File: src/rtl/fifo_wr_ptr_ctrl_pkg.sv
// ---------------------------------------------------------------------------
// fifo_pkg
// Shared helpers for both pointer controllers of the asynchronous FIFO.
// Holds the pointer-width derivation and the Gray/binary conversions used on
// each side of the clock-domain crossing.
//
// The conversion functions work on a fixed 32-bit container. A narrower pointer
// is zero-extended on the way in, and the result is size-cast back by the
// caller. Zero upper bits stay zero through both conversions, so the low PW
// bits are exact for any pointer width up to 32.
// ---------------------------------------------------------------------------
package fifo_pkg;

   localparam int MAX_PW = 32;

   // The pointer carries one bit more than the RAM address. The extra bit
   // tells "full" apart from "empty" when the address bits are equal.
   function automatic int ptr_width(input int addr_w);
      return addr_w + 1;
   endfunction

   // Binary to reflected Gray: adjacent counts differ in exactly one bit.
   function automatic logic [MAX_PW-1:0] bin2gray(input logic [MAX_PW-1:0] b);
      return b ^ (b >> 1);
   endfunction

   // Gray to binary: an XOR chain that runs from the MSB down.
   function automatic logic [MAX_PW-1:0] gray2bin(input logic [MAX_PW-1:0] g);
      logic [MAX_PW-1:0] b;
      b[MAX_PW-1] = g[MAX_PW-1];
      for (int i = MAX_PW - 2; i >= 0; i--) begin
         b[i] = b[i+1] ^ g[i];
      end
      return b;
   endfunction

   // Mask over the two MSBs of a Gray pointer. Both are inverted when
   // comparing against the opposite pointer to detect "full". The shift form
   // also works for the smallest pointer (pw = 2).
   function automatic logic [MAX_PW-1:0] full_mask(input int pw);
      return 32'd3 << (pw - 2);
   endfunction

endpackage

File: src/rtl/fifo_wr_ptr_ctrl_if.sv
// ---------------------------------------------------------------------------
// fifo_wr_ptr_ctrl_if
// Write-side bundle of the asynchronous FIFO. It connects the write pointer
// controller to its user, the RAM write port and the read-domain pointer.
//
// Signals (PW = ADDR_W + 1):
//   wr_en           write request from the producer
//   rptr_gray[PW]   Gray read pointer arriving from the read clock domain
//   wr_accept       qualified write, used as the RAM write enable
//   waddr[ADDR_W]   RAM write address
//   wptr_gray[PW]   registered Gray write pointer sent to the read domain
//   wr_full         registered full flag
//   wr_ovf          one-cycle pulse for a write dropped while full
//   wr_level[PW]    fill level (zero unless the level feature is built)
//   wr_almost_full  fill level at or above the threshold (same condition)
//
// Modports:
//   master  producer side: drives wr_en and rptr_gray, observes the rest
//   slave   the pointer controller
// ---------------------------------------------------------------------------
interface fifo_wr_ptr_ctrl_if
   import fifo_pkg::*;
#(
   parameter int ADDR_W = 4
);

   localparam int PW = ptr_width(ADDR_W);

   logic              wr_en;
   logic [PW-1:0]     rptr_gray;
   logic              wr_accept;
   logic [ADDR_W-1:0] waddr;
   logic [PW-1:0]     wptr_gray;
   logic              wr_full;
   logic              wr_ovf;
   logic [PW-1:0]     wr_level;
   logic              wr_almost_full;

   modport master (
      output wr_en,
      output rptr_gray,
      input  wr_accept,
      input  waddr,
      input  wptr_gray,
      input  wr_full,
      input  wr_ovf,
      input  wr_level,
      input  wr_almost_full
   );

   modport slave (
      input  wr_en,
      input  rptr_gray,
      output wr_accept,
      output waddr,
      output wptr_gray,
      output wr_full,
      output wr_ovf,
      output wr_level,
      output wr_almost_full
   );

endinterface

File: src/rtl/fifo_wr_ptr_ctrl_sync_2ff.sv
// ---------------------------------------------------------------------------
// sync_2ff
// Two-flop synchronizer for a Gray-coded pointer. The pointer changes by at
// most one bit per source clock, so a bus-wide two-stage capture can only
// yield the old value or the new one, never a mix of the two.
// The read-side controller also uses this module for the write pointer.
//
// Ports:
//   clk      destination clock, rising edge
//   rst_n    synchronous active-low reset
//   d[W]     asynchronous Gray input
//   q[W]     synchronized output (second stage)
// ---------------------------------------------------------------------------
module sync_2ff #(
   parameter int W = 5
) (
   input  logic         clk,
   input  logic         rst_n,
   input  logic [W-1:0] d,
   output logic [W-1:0] q
);

   logic [W-1:0] q1;

   // The first stage may go metastable. The second stage gives it a full
   // clock period to settle before anything downstream sees the value.
   // Reset clears both stages so a fresh start compares against pointer zero.
   always_ff @(posedge clk) begin
      if (!rst_n) begin
         q1 <= '0;
         q  <= '0;
      end else begin
         q1 <= d;
         q  <= q1;
      end
   end

endmodule

File: src/rtl/fifo_wr_ptr_ctrl.sv
// ---------------------------------------------------------------------------
// fifo_wr_ptr_ctrl
// Write-side pointer controller of the asynchronous FIFO. Everything here
// runs in the write clock domain. The module:
//   - qualifies write requests against the full flag,
//   - advances the binary write pointer and exports it Gray-coded,
//   - brings the read domain's Gray pointer across a 2-flop synchronizer,
//   - raises full / overflow flags from the synchronized read pointer,
//   - optionally reports fill level and almost-full.
//
// Parameters:
//   ADDR_W     RAM address width (depth = 2**ADDR_W, pointer width ADDR_W+1)
//   AF_THRESH  almost-full asserts when the level is >= this value
//
// Ports:
//   wclk    write clock, rising edge
//   wrst_n  synchronous active-low reset
//   bus     fifo_wr_ptr_ctrl_if.slave (see interface header for signals)
//
// Build option:
//   FIFO_WR_LEVEL_EN  when defined, builds the fill-level and almost-full
//                     logic. When undefined, both outputs are tied to zero
//                     and no Gray-to-binary decode is built.
// ---------------------------------------------------------------------------
module fifo_wr_ptr_ctrl
   import fifo_pkg::*;
#(
   parameter int ADDR_W    = 4,
   parameter int AF_THRESH = 12
) (
   input logic              wclk,
   input logic              wrst_n,
   fifo_wr_ptr_ctrl_if.slave bus
);

   localparam int            PW        = ptr_width(ADDR_W);
   localparam logic [PW-1:0] FULL_MASK = PW'(full_mask(PW));

   logic [PW-1:0] wbin;
   logic [PW-1:0] wbin_nxt;
   logic [PW-1:0] wgray;
   logic [PW-1:0] wgray_nxt;
   logic [PW-1:0] rq2;
   logic          full_q;
   logic          ovf_q;
   logic          accept;

   // Bring the asynchronous read pointer into wclk. Only the second stage is
   // used, so a slot freed by the reader shows up here at least two write
   // clocks later. That delay errs on the safe side: the FIFO may look full
   // for a little longer, but it never accepts a write into a live slot.
   sync_2ff #(
      .W(PW)
   ) u_rptr_sync (
      .clk   (wclk),
      .rst_n (wrst_n),
      .d     (bus.rptr_gray),
      .q     (rq2)
   );

   // A write is accepted only when the registered full flag is low. Because
   // the flag is a flop, the RAM write enable never depends combinationally
   // on the asynchronous read pointer.
   // The next pointer wraps naturally modulo 2**PW, and its Gray form feeds
   // both the exported pointer and the full comparison.
   always_comb begin
      accept    = bus.wr_en & ~full_q;
      wbin_nxt  = wbin + PW'(accept);
      wgray_nxt = PW'(bin2gray(32'(wbin_nxt)));
   end

   // Pointer and flag registers. Full is evaluated against the next pointer,
   // so it rises on the same edge that stores the last free word.
   // In Gray code, "the writer is exactly one lap ahead" means the two MSBs
   // are inverted and the rest match.
   // Overflow records a request made while full; that write was refused and
   // its data is lost. Reset wins over any request in the same cycle.
   always_ff @(posedge wclk) begin
      if (!wrst_n) begin
         wbin   <= '0;
         wgray  <= '0;
         full_q <= 1'b0;
         ovf_q  <= 1'b0;
      end else begin
         wbin   <= wbin_nxt;
         wgray  <= wgray_nxt;
         full_q <= (wgray_nxt == (rq2 ^ FULL_MASK));
         ovf_q  <= bus.wr_en & full_q;
      end
   end

`ifdef FIFO_WR_LEVEL_EN

   logic [PW-1:0] rbin;
   logic [PW-1:0] level_nxt;
   logic [PW-1:0] level_q;
   logic          af_q;

   localparam logic [PW-1:0] AF_LIM = PW'(AF_THRESH);

   // Decode the synchronized read pointer back to binary. The difference
   // from the next write pointer is the fill level. Modular subtraction keeps
   // it in 0..depth even after either pointer wraps.
   always_comb begin
      rbin      = PW'(gray2bin(32'(rq2)));
      level_nxt = wbin_nxt - rbin;
   end

   // Level and almost-full are registered alongside the full flag. All three
   // change on the same edge and agree with each other.
   always_ff @(posedge wclk) begin
      if (!wrst_n) begin
         level_q <= '0;
         af_q    <= 1'b0;
      end else begin
         level_q <= level_nxt;
         af_q    <= (level_nxt >= AF_LIM);
      end
   end

   assign bus.wr_level       = level_q;
   assign bus.wr_almost_full = af_q;

`else

   // Without the level feature the ports still exist, so the interface stays
   // the same in every build. They read as constant zero.
   assign bus.wr_level       = '0;
   assign bus.wr_almost_full = 1'b0;

`endif

   // The RAM address is the low part of the binary pointer. The extra MSB only
   // matters for telling full apart from empty.
   assign bus.wr_accept = accept;
   assign bus.waddr     = wbin[ADDR_W-1:0];
   assign bus.wptr_gray = wgray;
   assign bus.wr_full   = full_q;
   assign bus.wr_ovf    = ovf_q;

endmodule
File: src/flat_wrapper.sv
// flat-port wrapper written by rule: the top's interface ports become plain ports
module fifo_wr_ptr_ctrl_flat import fifo_pkg::*;
#(
   parameter int ADDR_W    = 4,
   parameter int AF_THRESH = 12
)
  (wclk, wrst_n, bus_wr_en, bus_rptr_gray, bus_wr_accept, bus_waddr, bus_wptr_gray, bus_wr_full, bus_wr_ovf, bus_wr_level, bus_wr_almost_full);
  fifo_wr_ptr_ctrl_if #(.ADDR_W(ADDR_W)) bus_i ();
  input logic wclk;
  input logic wrst_n;
  input wire logic [$bits(bus_i.wr_en)-1:0] bus_wr_en;
  input wire logic [$bits(bus_i.rptr_gray)-1:0] bus_rptr_gray;
  output wire logic [$bits(bus_i.wr_accept)-1:0] bus_wr_accept;
  output wire logic [$bits(bus_i.waddr)-1:0] bus_waddr;
  output wire logic [$bits(bus_i.wptr_gray)-1:0] bus_wptr_gray;
  output wire logic [$bits(bus_i.wr_full)-1:0] bus_wr_full;
  output wire logic [$bits(bus_i.wr_ovf)-1:0] bus_wr_ovf;
  output wire logic [$bits(bus_i.wr_level)-1:0] bus_wr_level;
  output wire logic [$bits(bus_i.wr_almost_full)-1:0] bus_wr_almost_full;
  assign bus_i.wr_en = bus_wr_en;
  assign bus_i.rptr_gray = bus_rptr_gray;
  assign bus_wr_accept = bus_i.wr_accept;
  assign bus_waddr = bus_i.waddr;
  assign bus_wptr_gray = bus_i.wptr_gray;
  assign bus_wr_full = bus_i.wr_full;
  assign bus_wr_ovf = bus_i.wr_ovf;
  assign bus_wr_level = bus_i.wr_level;
  assign bus_wr_almost_full = bus_i.wr_almost_full;
  fifo_wr_ptr_ctrl #(.ADDR_W(ADDR_W), .AF_THRESH(AF_THRESH)) u_core (.wclk(wclk), .wrst_n(wrst_n), .bus(bus_i));
endmodule
File: config.mk
export PLATFORM = sky130hd
export DESIGN_NAME = fifo_wr_ptr_ctrl_flat
export DESIGN_NICKNAME = d
export VERILOG_FILES = /design/src/rtl/fifo_wr_ptr_ctrl_pkg.sv /design/src/rtl/fifo_wr_ptr_ctrl_if.sv /design/src/rtl/fifo_wr_ptr_ctrl_sync_2ff.sv /design/src/rtl/fifo_wr_ptr_ctrl.sv /design/src/flat_wrapper.sv
export SDC_FILE = /design/constraint.sdc
export NUM_CORES = 1
export LEC_CHECK = 0
export CORE_MARGIN = 1.5
export CORE_UTILIZATION = 39
export CTS_CLUSTER_DIAMETER = 80
export DETAILED_ROUTE_END_ITERATION = 10
export HOLD_SLACK_MARGIN = 0.1
export PLACE_DENSITY = 0.72
export SYNTH_ARGS = -nofsm -noshare
export SYNTH_HDL_FRONTEND = slang
export SYNTH_HIERARCHICAL = 1
export SYNTH_SLANG_ARGS = --single-unit
File: constraint.sdc
create_clock -name wclk -period 1.8 [get_ports wclk]
set_input_delay 0.54 -clock wclk [delete_from_list [all_inputs] [get_ports wclk]]
set_output_delay 0.54 -clock wclk [all_outputs]
set_load 0.01 [all_outputs]
# Yosys cells after proc, flatten, opt, wreduce, memory -nomap -nowiden
# Index checks and enable logic that the tools add are counted.
# word_totals
ff_bits,22
latchBits,0
mem_bits_rw,0
romBits,0
in_bits,8
out_inout_bits,18
wordCells,13
n_memories,0
# op_classes
addsub,1
multipliers,0
n_div,0
order_cmp,0
n_eq_ne,1
shift,0
mux,0
n_bitwise,5
n_reduce_logical,0
# ops
cell,n
$add 5x1->5,1
$eq 5x5->1,1
$xor 5x4->5,1
$and 1x1->1,2
$not 2->2,1
$not 1->1,1

# Longest topological paths before layout
# logic_depth
ltp_word,5
mapped_depth,7
depth_no_buf,7

# Cells and area by module
# Netlist, hierarchy kept.
# modules_own_cells
mod,n_inst,cells_each,area_per_inst_um2,seq_area_each_um2
fifo_wr_ptr_ctrl,1,53,543.0,220.2
sync_2ff,1,20,262.8,200.2

# Least setup slack after synthesis
# Ideal clock, no wire load.
# synth_timing
path_type,input-to-reg
start,input port bus_wr_en
end,"register u_core.full_q, in the netlist u_core/bus.wr_full"
setup_time_ps,79
arrival_ps,1963
required_time_ps,1721
path_slack_ps,-243
path_stages,7
n_path_buf,0
cell_sequence,nor2b_1 -> ha_1 -> ha_1 -> nand3_1 -> xor2_1 -> or3_1 -> a211oi_2
# synth_between
elab_chain_len,4
# synth_lines
item,line_no,source
start: declaration,flat_wrapper.sv:11,input wire logic [$bits(bus_i.wr_en)-1:0] bus_wr_en;
$and 1x1->1,fifo_wr_ptr_ctrl.sv:67,accept = bus.wr_en & ~full_q;
$add 5x1->5,fifo_wr_ptr_ctrl.sv:68,wbin_nxt = wbin + PW'(accept);
$xor 5x4->5,fifo_wr_ptr_ctrl_pkg.sv:24,return b ^ (b >> 1);
$eq 5x5->1,fifo_wr_ptr_ctrl.sv:87,full_q <= (wgray_nxt == (rq2 ^ FULL_MASK));
end signal: assignment,fifo_wr_ptr_ctrl.sv:87,
end: declaration,fifo_wr_ptr_ctrl.sv:44,logic full_q;
# No other way between the ends.
# A chain may end at the register's enable or synchronous reset.

# Worst setup path after layout
# layout_timing
start,register u_core.wbin[2]
end,output port bus_waddr[2]
# layout_rtl
item,line_no,source
start: declaration,fifo_wr_ptr_ctrl.sv:39,logic [PW-1:0] wbin;
start signal: assignment,fifo_wr_ptr_ctrl.sv:85,wbin <= wbin_nxt;
end: declaration,flat_wrapper.sv:14,output wire logic [$bits(bus_i.waddr)-1:0] bus_waddr;
# No word-level cell between the ends.

==> run_summary.xml <==
<?xml version="1.0" encoding="UTF-8"?>
<metrics>
  <group name="drt">
    <metric name="routed_via_density" unit="">4.155</metric>
    <metric name="num_vias" unit="">536</metric>
    <metric name="ant_nets" unit="">0</metric>
    <metric name="drt-total-wl" unit="mm">1.229</metric>
    <metric name="detailedRoute.firstPassIterationCount" unit="">2</metric>
    <metric name="drt_first_iter_violations" unit="">4</metric>
    <metric name="drt-wirelength-per-cell" unit="um">9.527</metric>
    <metric name="drcViolationCount" unit="">0</metric>
  </group>
  <group name="synthesis">
    <metric name="synth.lib_cells_used.distinct" unit="">17</metric>
    <metric name="post_syn_area" unit="um2">805.8</metric>
    <metric name="ys_ff_latch" unit="">21</metric>
    <metric name="avgSynthCellArea" unit="um2">11.04</metric>
    <metric name="share_of_the_yosys_chip_area_belonging_to_registers" unit="">0.5217</metric>
    <metric name="postSynthCellCount" unit="">73</metric>
    <metric name="yosysWarnings" unit="">6</metric>
  </group>
  <group name="global_routing">
    <metric name="initial_antenna_violation_count" unit="">0</metric>
    <metric name="remaining_global_route_overflow" unit="">0</metric>
    <metric name="vias_in_the_first_global_route" unit="">516</metric>
    <metric name="grt_use_total" unit="">0.1209</metric>
    <metric name="maximum_number_of_pins_on_one_net_before_global_route_repair" unit="">22</metric>
    <metric name="global_route_wire_length_before_repair" unit="mm">2.118</metric>
  </group>
  <group name="layout">
    <metric name="area_added_between_synthesis_and_finish" unit="%">44.41</metric>
    <metric name="mostFrequentLayoutCell" unit="">and2_1</metric>
    <metric name="nFillCells" unit="">187</metric>
    <metric name="fin_nets" unit="">113</metric>
    <metric name="drive_gt1_frac" unit="">0.2353</metric>
    <metric name="most-common-layout-cells" unit="">18 x and2_1, 16 x clkdlybuf4s50_1, 15 x dfxtp_1</metric>
    <metric name="post_route_cell_area" unit="mm2">0.001164</metric>
    <metric name="antenna_cells_inserted" unit="">0</metric>
  </group>
  <group name="hold_path">
    <metric name="hold_path_depth" unit="">1</metric>
    <metric name="worstHoldStart" unit="">u_core/u_rptr_sync/q1[3]</metric>
    <metric name="hold_path.class" unit="">reg2reg</metric>
    <metric name="whs_endpoint" unit="">u_core/u_rptr_sync/q[3]</metric>
  </group>
  <group name="timing">
    <metric name="final.period_utilization" unit="">0.9853</metric>
    <metric name="rsz0062_at_grt" unit="">true</metric>
    <metric name="final_period_minus_worst_setup_slack" unit="ps">1773</metric>
    <metric name="final_setup_violating_endpoints" unit="">0</metric>
    <metric name="finalHoldViolations" unit="">0</metric>
    <metric name="achievable-frequency" unit="MHz">563.9</metric>
    <metric name="skew" unit="ps">3.930</metric>
    <metric name="postLayoutSetupSlackWorst" unit="ps">26.52</metric>
    <metric name="final_max_slew_viol_count" unit="">0</metric>
  </group>
  <group name="clocking">
    <metric name="ctsLongestPathBuffers" unit="">2</metric>
    <metric name="tritoncts.num_buffers" unit="">3</metric>
    <metric name="register_clock_pin_slew_on_the_reported_worst_setup_and_hold_paths" unit="ps">110</metric>
    <metric name="cts_root_buf" unit="">clkbuf_4</metric>
    <metric name="tritoncts" unit="">done</metric>
    <metric name="clock_latency" unit="ps">290</metric>
    <metric name="cts_sinks" unit="">21</metric>
    <metric name="h-tree-depth" unit="">1</metric>
  </group>
  <group name="critical_path">
    <metric name="critical_path_peak_fanout" unit="">4</metric>
    <metric name="critical_path.cell_chain" unit="">clkdlybuf4s50_1</metric>
    <metric name="worst-endpoint-arrival" unit="ps">1230</metric>
    <metric name="required" unit="ps">1260</metric>
    <metric name="timing.rr.end" unit="">u_core/bus.wr_full</metric>
    <metric name="worst_setup_path_start_kind" unit="">flip-flop</metric>
    <metric name="endpoint_kind" unit="">output port</metric>
    <metric name="timing_worst_setup_path_type" unit="">reg2out</metric>
    <metric name="cp_slowest_cell" unit="">clkdlybuf4s50_1</metric>
    <metric name="crit-reg2reg-launch" unit="">u_core/bus.wr_full</metric>
    <metric name="stage_delay_of_the_slowest_cell_on_the_critical_path" unit="ps">550</metric>
    <metric name="timing.critical_path.buf_inv" unit="">1</metric>
    <metric name="reg2reg_setup_slack" unit="ps">140</metric>
    <metric name="timing.critical_path.max_delay_family" unit="">buffers and inverters</metric>
    <metric name="worst-r2r-cell-count" unit="">7</metric>
  </group>
  <group name="run">
    <metric name="max_cap_violations" unit="">0</metric>
  </group>
  <group name="floorplanning">
    <metric name="floorplan.die.width" unit="um">48.46</metric>
    <metric name="core_area" unit="mm2">0.001962</metric>
    <metric name="die-area" unit="mm2">0.002348</metric>
    <metric name="io-pin-count" unit="">26</metric>
    <metric name="rows" unit="">16</metric>
    <metric name="floorplan.die.height" unit="um">48.46</metric>
    <metric name="initial_standard_cell_utilization_of_the_core" unit="">0.4107</metric>
  </group>
  <group name="placement">
    <metric name="placed_area" unit="mm2">0.001095</metric>
    <metric name="gp_congestion" unit="">0.7861</metric>
    <metric name="dp_slack" unit="ps">-551.9</metric>
    <metric name="buffer_ports.inserted" unit="">19</metric>
    <metric name="post-dp-hpwl" unit="um">940.9</metric>
  </group>
  <group name="power">
    <metric name="leakagePower" unit="nW">0.5085</metric>
    <metric name="vdd_drop_max" unit="mV">0.6171</metric>
    <metric name="pd_cells" unit="mW/mm2">729.4</metric>
  </group>
  <group name="outcome">
    <metric name="outcome" unit="">finished, final reports clean</metric>
  </group>
</metrics>
[synth_stat cells]
library cell	instances	area (um2)
a211oi_2	1	12.51
and2_1	18	112.6
and3_1	1	6.260
buf_4	6	45.04
clkbuf_1	1	3.750
conb_1	1	3.750
dfxtp_1	21	420.4
ha_1	2	25.02
mux2i_1	1	10.01
nand2_1	1	3.750
nand3_1	3	15.01
nor2_1	1	3.750
nor2b_1	3	18.77
or3_1	1	6.260
xnor2_1	4	35.03
xnor3_1	1	22.52
xor2_1	7	61.31
[report_power, final]
group	internal [mW]	leakage [nW]	switching (mW)
Combinational	0.0841	0.316	0.0553
Sequential	0.486	0.175	0.0107
Clock	0.0827	0.0177	0.130
[routing by layer]
layer | up-vias | GRT usage | wire length, um
li1 | 276 | - | -
met4 | 0 | 0.02857 | 0
met1 | 244 | 0.1166 | 457
met3 | 0 | 0.05556 | 66
met5 | - | 0 | 0
met2 | 16 | 0.2315 | 704
[layout make-up]
cell class	instances	area (um2)	area share
timing repair buffer	27	264.0	0.2269
clock inverter	1	5.005	0.004301
tap	27	33.78	0.02903
sequential	21	430.4	0.3699
multi-input combinational	50	407.9	0.3505
clock buffer	3	22.52	0.01935
[worst reg2reg max path, stage by stage, from the launching register on]
cell,delay (ps)
dfxtp_2,360
nor2b_4,130
ha_4,150
ha_4,140
nand3_4,80
xor2_2,180
or3_1,380
a211oi_2,180
[state kept, by name, indices dropped and copies added (netlist names)]
register and cells:
u_core/bus.wptr_gray 4, u_core/bus.wr_full 1, u_core/wbin 5, u_core/u_rptr_sync/q 5, u_core/bus.wr_ovf 1, u_core/u_rptr_sync/q1 5
[repair_timing]
action | CTS | global route
pin swaps | 4 | 3
resized for setup | 10 | 2
hold buffers | 0 | 0
setup buffers | 1 | 2
setup endpoints to repair | 10 | 6
[per-stage QoR]
stage               hold slack, ps  setup TNS [ps]  std cells  power (mW)  utilization
CTS                          441.5               0        127      0.8620       0.5835
detailed placement           414.3           -3397        122      0.6503       0.5580
global placement             410.3           -3063        122      0.6452       0.5580
finish                       436.3               0        129      0.8488       0.5931
floorplan                    405.7          -74.29         78      0.5953            -
global route                 456.6          -68.16        129      0.9000       0.5931
[how the worst max path moves through the flow]
stage | startpoint | to | slack, ps | cells past startpoint
floorplan | bus_wr_en | u_core/bus.wr_full | -70 | 7
global placement | bus_wr_en | u_core/bus.wr_full | -510 | 8
detailed placement | bus_wr_en | u_core/bus.wr_full | -550 | 8
CTS | u_core/wbin[2] | bus_waddr[2] | 7 | 1
global route | bus_wr_en | u_core/bus.wr_full | -30 | 9
finish | u_core/wbin[2] | bus_waddr[2] | 30 | 1
[cells by family (layout without fill, tap and decap cells)]
logic type,count (synthesis),after routing,synth area share
compound gates,1,1,0.01553
xor+xnor,12,12,0.1475
fa+ha+maj,2,2,0.03105
buf+inv,7,31,0.06055
flops,21,21,0.5217
mux,1,1,0.01242
other cells,1,6,0.004654
simple gates,28,28,0.2065
No activity file was read; power rests on OpenSTA's default activity.
